**config.mk**
```make
export PLATFORM = sky130hd
export DESIGN_NAME = uart_tx_arb
export DESIGN_NICKNAME = d
export VERILOG_FILES = /design/src/rtl/uart_tx_arb_pkg.sv /design/src/rtl/uart_rr_pick.sv /design/src/rtl/uart_tx_arb.sv
export SDC_FILE = /design/constraint.sdc
export NUM_CORES = 1
export LEC_CHECK = 0
export ABC_AREA = 1
export BUFFER_PORTS_ARGS = -buffer_cell sky130_fd_sc_hd__buf_2
export CAP_MARGIN = 20
export CORE_UTILIZATION = 47
export DETAILED_ROUTE_END_ITERATION = 8
export GPL_TIMING_DRIVEN = 0
export HOLD_SLACK_MARGIN = 0.02
export PLACE_DENSITY = 0.78
export SYNTH_ARGS = -nofsm -noshare
export SYNTH_HDL_FRONTEND = slang
export SYNTH_SLANG_ARGS = --single-unit
```
**constraint.sdc**
```tcl
create_clock -name sys_clk -period 2.3 [get_ports sys_clk]
set_input_delay 0.46 -clock sys_clk [delete_from_list [all_inputs] [get_ports sys_clk]]
set_output_delay 0.46 -clock sys_clk [all_outputs]
set_load 0.05 [all_outputs]
```
**src/rtl/uart_tx_arb_pkg.sv**
```systemverilog
// Shared types and default sizing for the UART transmit arbiter.
// Optional packet lock is enabled by defining UART_TX_ARB_LOCK_EN.
package uart_tx_arb_pkg;

    localparam int unsigned DEF_N_REQ      = 4;
    localparam int unsigned DEF_STROBE_CYC = 4;
    localparam int unsigned DEF_FRAME_CYC  = 250;

    typedef enum logic [1:0] {
        ST_IDLE   = 2'd0,
        ST_STROBE = 2'd1,
        ST_GAP    = 2'd2
    } arb_state_t;

endpackage

```
**src/rtl/uart_rr_pick.sv**
```systemverilog
// Combinational round-robin picker: the search starts one past the pointer
// and wraps, the first valid requester wins.
module uart_rr_pick
    import uart_tx_arb_pkg::*;
#(
    parameter int unsigned N_REQ = DEF_N_REQ
) (
    input  logic [N_REQ-1:0] valid,
    input  logic [2:0]       ptr,
    output logic [N_REQ-1:0] win_onehot,
    output logic [2:0]       win_idx,
    output logic             any
);

    // Walk the requesters in rotated order and keep the first valid one
    always_comb begin
        logic [N_REQ-1:0] sel;
        int unsigned      cand;
        win_onehot = '0;
        win_idx    = '0;
        any        = 1'b0;
        sel        = '0;
        cand       = 0;
        for (int unsigned k = 1; k <= N_REQ; k++) begin
            cand = (32'(ptr) + k) % N_REQ;
            sel  = N_REQ'(1) << cand;
            if (!any && ((valid & sel) != '0)) begin
                any        = 1'b1;
                win_onehot = sel;
                win_idx    = 3'(cand);
            end
        end
    end

endmodule

```
**src/rtl/uart_tx_arb.sv**
```systemverilog
// Round-robin arbiter feeding one byte at a time to a UART transmitter.
// Each byte: one IDLE accept cycle, STROBE_CYC cycles of tx_send, then a
// FRAME_CYC gap while the UART shifts the frame out.
// Define UART_TX_ARB_LOCK_EN to keep a requester granted until it sends a
// byte marked req_last.
module uart_tx_arb
    import uart_tx_arb_pkg::*;
#(
    parameter int unsigned N_REQ      = DEF_N_REQ,
    parameter int unsigned STROBE_CYC = DEF_STROBE_CYC,
    parameter int unsigned FRAME_CYC  = DEF_FRAME_CYC
) (
    input  logic                 sys_clk,
    input  logic                 sys_rst_n,
    input  logic [N_REQ-1:0]     req_valid,
    input  logic [8*N_REQ-1:0]   req_data,
    input  logic [N_REQ-1:0]     req_last,
    output logic [N_REQ-1:0]     req_ready,
    output logic                 tx_send,
    output logic [7:0]           tx_data,
    output logic                 busy,
    output logic [2:0]           grant_id
);

    localparam int unsigned CNT_W = $clog2(FRAME_CYC + 1);

    arb_state_t       state;
    logic [CNT_W-1:0] cnt;
    logic [2:0]       last_ptr;
    logic [N_REQ-1:0] arb_valid;
    logic [N_REQ-1:0] pick_onehot;
    logic [2:0]       pick_idx;
    logic             pick_any;
    logic [7:0]       sel_byte;
    logic             win_last;

`ifdef UART_TX_ARB_LOCK_EN
    logic       lock_act;
    logic [2:0] lock_id;

    // While a packet is open only its owner may be considered
    always_comb begin
        arb_valid = lock_act ? (req_valid & (N_REQ'(1) << lock_id)) : req_valid;
    end
`else
    logic unused_last;
    assign unused_last = ^req_last;

    // Every byte arbitrates independently
    always_comb begin
        arb_valid = req_valid;
    end
`endif

    uart_rr_pick #(
        .N_REQ (N_REQ)
    ) u_pick (
        .valid      (arb_valid),
        .ptr        (last_ptr),
        .win_onehot (pick_onehot),
        .win_idx    (pick_idx),
        .any        (pick_any)
    );

    // Winner's byte and last marker
    always_comb begin
        sel_byte = 8'(req_data >> {pick_idx, 3'b000});
        win_last = |(req_last & pick_onehot);
    end

    // Accept pulse lives in the IDLE cycle itself; the state already reads
    // IDLE while reset is held, so reset gates it explicitly
    always_comb begin
        req_ready = (sys_rst_n && (state == ST_IDLE) && pick_any) ? pick_onehot : '0;
    end

    // Byte sequencer: accept, strobe, frame gap
    always_ff @(posedge sys_clk or negedge sys_rst_n) begin
        if (!sys_rst_n) begin
            state    <= ST_IDLE;
            cnt      <= '0;
            tx_send  <= 1'b0;
            tx_data  <= '0;
            busy     <= 1'b0;
            grant_id <= '0;
            last_ptr <= 3'(N_REQ - 1);
`ifdef UART_TX_ARB_LOCK_EN
            lock_act <= 1'b0;
            lock_id  <= '0;
`endif
        end else begin
            case (state)
                ST_IDLE: begin
                    if (pick_any) begin
                        tx_data  <= sel_byte;
                        grant_id <= pick_idx;
                        last_ptr <= pick_idx;
                        tx_send  <= 1'b1;
                        busy     <= 1'b1;
                        cnt      <= '0;
                        state    <= ST_STROBE;
`ifdef UART_TX_ARB_LOCK_EN
                        lock_act <= !win_last;
                        lock_id  <= pick_idx;
`endif
                    end
                end
                ST_STROBE: begin
                    if (cnt == CNT_W'(STROBE_CYC - 1)) begin
                        cnt     <= '0;
                        tx_send <= 1'b0;
                        state   <= ST_GAP;
                    end else begin
                        cnt <= cnt + 1'b1;
                    end
                end
                ST_GAP: begin
                    if (cnt == CNT_W'(FRAME_CYC - 1)) begin
                        cnt   <= '0;
                        busy  <= 1'b0;
                        state <= ST_IDLE;
                    end else begin
                        cnt <= cnt + 1'b1;
                    end
                end
                default: begin
                    cnt     <= '0;
                    tx_send <= 1'b0;
                    busy    <= 1'b0;
                    state   <= ST_IDLE;
                end
            endcase
        end
    end

endmodule

```
==> metrics, run 1 <==
endpoint type of the worst setup path output port; Remaining DRCs 0; grt total ovfl 0; Worst-path clk slew 0.09 ns; met3 usage 0.0389; mux cell area share after synthesis 0; clock root buffer clkbuf_8; DR WL/cell 13.2 um; XOR/XNOR Fraction of Synth Area 0.00862; Core Box Area 4090 um^2; Final Hold Viols 0; area leader, netlist dfrtp_1; largest net degree at the start of global routing 26; sequential share of the synthesized area 0.297; Final min period 2.82 ns; die extent in y 67.8 um; leakage power 0.00159 uW; reg2reg start last_ptr[0]; cell count after synthesis 290; clock skew 0.0106 ns; worst reg-to-reg setup slack -0.15 ns; final wirelength 5570 um; failing checks setup timing; Fmax 355 MHz; Synth area leaders dfrtp_1 (27%), nand2_1 (15%), nand3_1 (9.4%), inv_1 (8.3%), ha_1 (6.2%); final worst path period share 1.23; Via Count 2117; DRT Pass-1 Iters 4; Cell Area, Synth 2030 um^2; Ports 59; Seq cells post-synth 24; Most common cell on crit path nand2_4; post-synthesis adder-cell area fraction 0.0615; Syn. warnings 0; max-cap viol count 0; Power Density 342 nW/um^2; hpwl dp 3540 um; Crit Path Max Fanout 6; Die X-Extent 67.8 um; Hold Path Class in2async; worst setup margin -0.520 ns; CP Cell Sequence inv_4 -> ha_4 -> nand2_4 -> nand2_4 -> nor2_8 -> nand3_4 -> nor2_4 -> a21oi_2 -> a211oi_4 -> buf_6; Worst EP arrival 2.36 ns; IR drop worst, VDD 231 uV; Antenna Nets Post-Route 0; share of layout cells above drive strength 1 0.433; die area 4590 um^2; Total Nets Final 425; via/cell ratio 5.02; critical path required time 1.84 ns; CP startpoint kind flop; antenna violations before repair 0; Tot Pwr 1010 uW; CTS buffer count 3; CP bufs+invs 2; grt met2 use 0.376; worst slew pin tran 0.581 ns; busiest grt layer met2; largest family of logic cells by synthesized area simple AND/OR/NAND/NOR gates; # setup viols final 14; top cell type's share of synthesized area 0.271; Port Buffers 53; RR Endpoint tx_data[2]; worst skew pair latency 0.28 ns; first-pass GRT wire length 8130 um; Synth Area in Simple Gates 0.400; Tot GR Track Use 0.232; CP Launch Point last_ptr[0]; H-Tree Depth 1; status finished with violations; syn nets 342; Starting Density 0.498; commonest non-fill, non-tap cell in the layout nand2_1; Max Slew Vio Count 0; CP max stage cell dfstp_2; diode count 0; CTS tree done; TritonCTS Sinks 24; vias in the first global route 1757; Area Overhead vs Synth 45.7%; RSZ-0062 raised after global routing true; setup tns final -3.27 ns; Clock Path Buffers 2; R2R cell count 16; max_slew headroom 0.612; met1 GRT Util 0.313; DR iter-0 viols 121; Rows 23; post-synthesis compound-gate area fraction 0.101; largest stage delay on the critical path 0.64 ns; most frequent cells in the layout nand2_1 (67), buf_2 (52), inv_1 (42); Synth cell types 37; Avg Cell Area, Syn 7.01 um^2; hold_buf cts 0; CP top delay family simple AND/OR/NAND/NOR gates; GPL Wtd Cong 0.813; Crit Path Class reg2out
[how the worst max path moves through the flow]
stage	end	slack, ns	depth (start not counted)
6_report	req_ready[1]	-0.52	10
5_1_grt	req_ready[0]	-0.62	10
4_1_cts	req_ready[0]	-0.50	10
3_5_place_dp	req_ready[0]	-0.46	11
3_3_place_gp	req_ready[0]	-0.43	11
2_1_floorplan	req_ready[3]	-0.33	10
[worst reg2reg max path: cells and delay by family (launching register included)]
kind / cells / cell delay (ns)
AND/OR/NAND/NOR: 9 / 0.77
flip-flops: 1 / 0.64
buffers and inverters: 5 / 0.60
adder cells (fa/ha/maj): 1 / 0.20
AO/OA/AOI/OAI: 1 / 0.11
[synth_stat cells (all sizes together)]
library cell and instances:
a211oi 1, o31ai 1, xor2 2, dfstp 2, nor2 21, a41oi 1
o211ai 1, or2 6, nand4 1, dfrtp 22, nor4 1, nand3 39
buf 10, inv 48, o22ai 3, o21a 1, conb 1, nor3 1
a21oi 12, a31oi 3, a311oi 2, a22oi 1, ha 10, nand2 94
o21ai 6
[final cells by class]
cell class / instances / area (um^2)
Fill cell: 297 / 1120
Inverter: 48 / 193
Clock buffer: 3 / 41.3
Clock inverter: 1 / 30.0
Buffer: 8 / 67.6
Sequential cell: 24 / 603
Tap cell: 50 / 62.6
Multi-Input combinational cell: 208 / 1440
Timing Repair Buffer: 80 / 524
[state kept, by name, summed over array words and instances (netlist names)]
name,cells
state,2
tx_data,8
last_ptr,2
busy,1
cnt,8
tx_send,1
grant_id,2
[power by group]
part | leakage (uW) | internal (uW) | total [uW] | switching [uW]
combinational | 0.00126 | 94.8 | 212 | 117
clock | 0.0000357 | 233 | 379 | 146
sequential | 0.000294 | 422 | 422 | 0
[cell families after synthesis]
family,count (synthesis)
simple gates,163
xor+xnor,2
compound gates,32
other cells,1
buf+inv,58
flops,24
fa+ha+maj,10
[stage by stage]
step	instance area (um^2)	hold slack, ns	instances	util	worst slack [ns]
2_1_floorplan	2190	0.164	290	-	-0.328
3_3_place_gp	2510	0.458	393	0.615	-0.429
3_5_place_dp	2510	0.473	393	0.615	-0.457
4_1_cts	2800	0.187	409	0.685	-0.498
5_1_grt	2960	0.210	422	0.725	-0.619
6_report	2960	0.173	422	0.725	-0.520
[repair_timing]
action,CTS,global route
cloned,0,1
pin swaps,22,14
buffers inserted,14,12
setup endpoints to repair,18,24
resized for setup,33,15
[layer usage]
layer	share of wire	wire length [um]
met5	0	0
met4	0.012	66
met3	0.053	294
met2	0.50	2800
met1	0.43	2410
(Power assumes the default switching activity.)
==> inputs of run 2 (changes only) <==
- BUFFER_PORTS_ARGS: -buffer_cell sky130_fd_sc_hd__buf_2 -> -buffer_cell sky130_fd_sc_hd__buf_4
- CORE_UTILIZATION: 47 -> 49
- CTS_BUF_LIST: unset -> sky130_fd_sc_hd__clkbuf_4 sky130_fd_sc_hd__clkbuf_8
- PLACE_DENSITY: 0.78 -> 0.81
==> metrics, run 2 (synthesis results as in run 1) <==
Max Slew Vio Count 0; worst reg-to-reg setup slack -0.15 ns; Ports 59; Finished Layout Cells 414; final worst path period share 1.26; Area Overhead vs Synth 49.0%; Port Buffers 53; TritonCTS Sinks 24; CP bufs+invs 2; RR Endpoint tx_data[0]; Crit Path Class reg2out; RSZ-0062 raised after global routing true; Top Metal Used met4; critical path required time 1.84 ns; Levels on crit path 10; CTS buffer count 3; reg2reg start last_ptr[1]; worst skew pair latency 0.28 ns; Crit Path Max Fanout 5; Antenna Nets Post-Route 0; Worst EP arrival 2.43 ns; top flop regs cnt: 8 flops, tx_data: 8 flops; Final Hold Viols 0; Via Count 2162; Starting Density 0.508; GPL Wtd Cong 0.841; Clock Path Buffers 2; Hold Path Class in2async; Setup crit end req_ready[3]; Power Density 334 nW/um^2; final wirelength 5950 um; endpoint type of the worst setup path output port; Final min period 2.89 ns; Die X-Extent 66.4 um; die extent in y 66.4 um; via/cell ratio 5.22; Cell Area, Placed 2650 um^2; largest stage delay on the critical path 0.64 ns; max-cap viol count 0; cell area after layout 3030 um^2; IR drop worst, VDD 275 uV; CTS tree done; CP Launch Point last_ptr[1]; antenna violations before repair 0; Most common cell on crit path nand2_2; hpwl dp 3790 um; share of layout cells above drive strength 1 0.420; Remaining DRCs 0; routed wl met2 2950 um; Fmax 346 MHz; worst setup margin -0.587 ns; status finished with violations; R2R cell count 16; leakage power 0.00159 uW; DR iter-0 viols 134; # setup viols final 14; first-pass GRT wire length 9510 um; die area 4410 um^2; CP max stage cell dfstp_2; Fillers 294; Total Nets Final 417; final hold slack 0.0704 ns; most frequent cells in the layout nand2_1 (68), buf_4 (68), inv_1 (41); Tot GR Track Use 0.284; Worst-path clk slew 0.09 ns; DR WL/cell 14.4 um; diode count 0; grt total ovfl 0; vias in the first global route 2052; Placed Instances 393; Core Box Area 4000 um^2; met3 wire len 394 um; DRT Pass-1 Iters 4; clock skew 0.00836 ns; setup tns final -3.50 ns; CP top delay family simple AND/OR/NAND/NOR gates; met1 WL 2430 um; hold_buf cts 0; clock root buffer clkbuf_8; CP startpoint kind flop; CP Cell Sequence inv_4 -> ha_2 -> nand2_2 -> nand2_4 -> nor2_8 -> nand2_2 -> nor2_4 -> a21oi_2 -> a311oi_4 -> buf_6; Rows 23; failing checks setup timing; H-Tree Depth 1; largest net degree at the start of global routing 26
==> run 2: changes by cell type in the layout (fill, tap and decap cells not counted), moves of 3 or more <==
| cell | delta |
|---|---|
| nand3_2 | -4 |
| inv_4 | -3 |
| buf_2 | -51 |
| inv_6 | +3 |
| buf_6 | -4 |
| buf_4 | +46 |
| nand3_1 | +4 |
==> run 2: worst min path at each step <==
stage	startpoint	end	slack [ns]
floorplan	sys_rst_n	busy	0.16
global placement	sys_rst_n	cnt[2]	0.38
detailed placement	sys_rst_n	cnt[2]	0.39
CTS	sys_rst_n	cnt[2]	0.09
global route	sys_rst_n	cnt[2]	0.09
finish	sys_rst_n	cnt[0]	0.07
==> run 2: stage by stage <==
step,total power [uW],util,setup slack (ns)
after detailed placement,611,0.662,-0.417
after CTS,995,0.737,-0.465
after global routing,1060,0.757,-0.648
after floorplan,534,-,-0.328
final,1010,0.757,-0.587
after global placement,609,0.662,-0.370
==> run 2: power breakdown <==
part	switching, uW	leakage (uW)	internal (uW)
registers	0	0.000294	422
logic	110	0.00126	95.1
clock network	152	0.0000357	233
==> run 2: layout make-up <==
| class | instances | area (um^2) | share of cell area |
|---|---|---|---|
| Sequential cell | 24 | 603 | 0.199 |
| Multi-Input combinational cell | 208 | 1440 | 0.474 |
| Inverter | 48 | 200 | 0.0661 |
| Clock inverter | 1 | 30.0 | 0.00991 |
| Buffer | 8 | 72.6 | 0.0240 |
| Tap cell | 50 | 62.6 | 0.0207 |
| Timing Repair Buffer | 72 | 584 | 0.193 |
| Clock buffer | 3 | 41.3 | 0.0136 |
==> run 2: routing by layer <==
layer,up-vias,GRT usage
li1,1062,-
met1,984,0.344
met2,98,0.487
met3,18,0.0500
met4,0,0.130
met5,-,0
==> run 2: repair_timing <==
item / CTS / global route
resized for setup: 30 / 17
endpoints found under the setup margin: 19 / 26
setup buffers: 15 / 4
pin swaps: 17 / 5
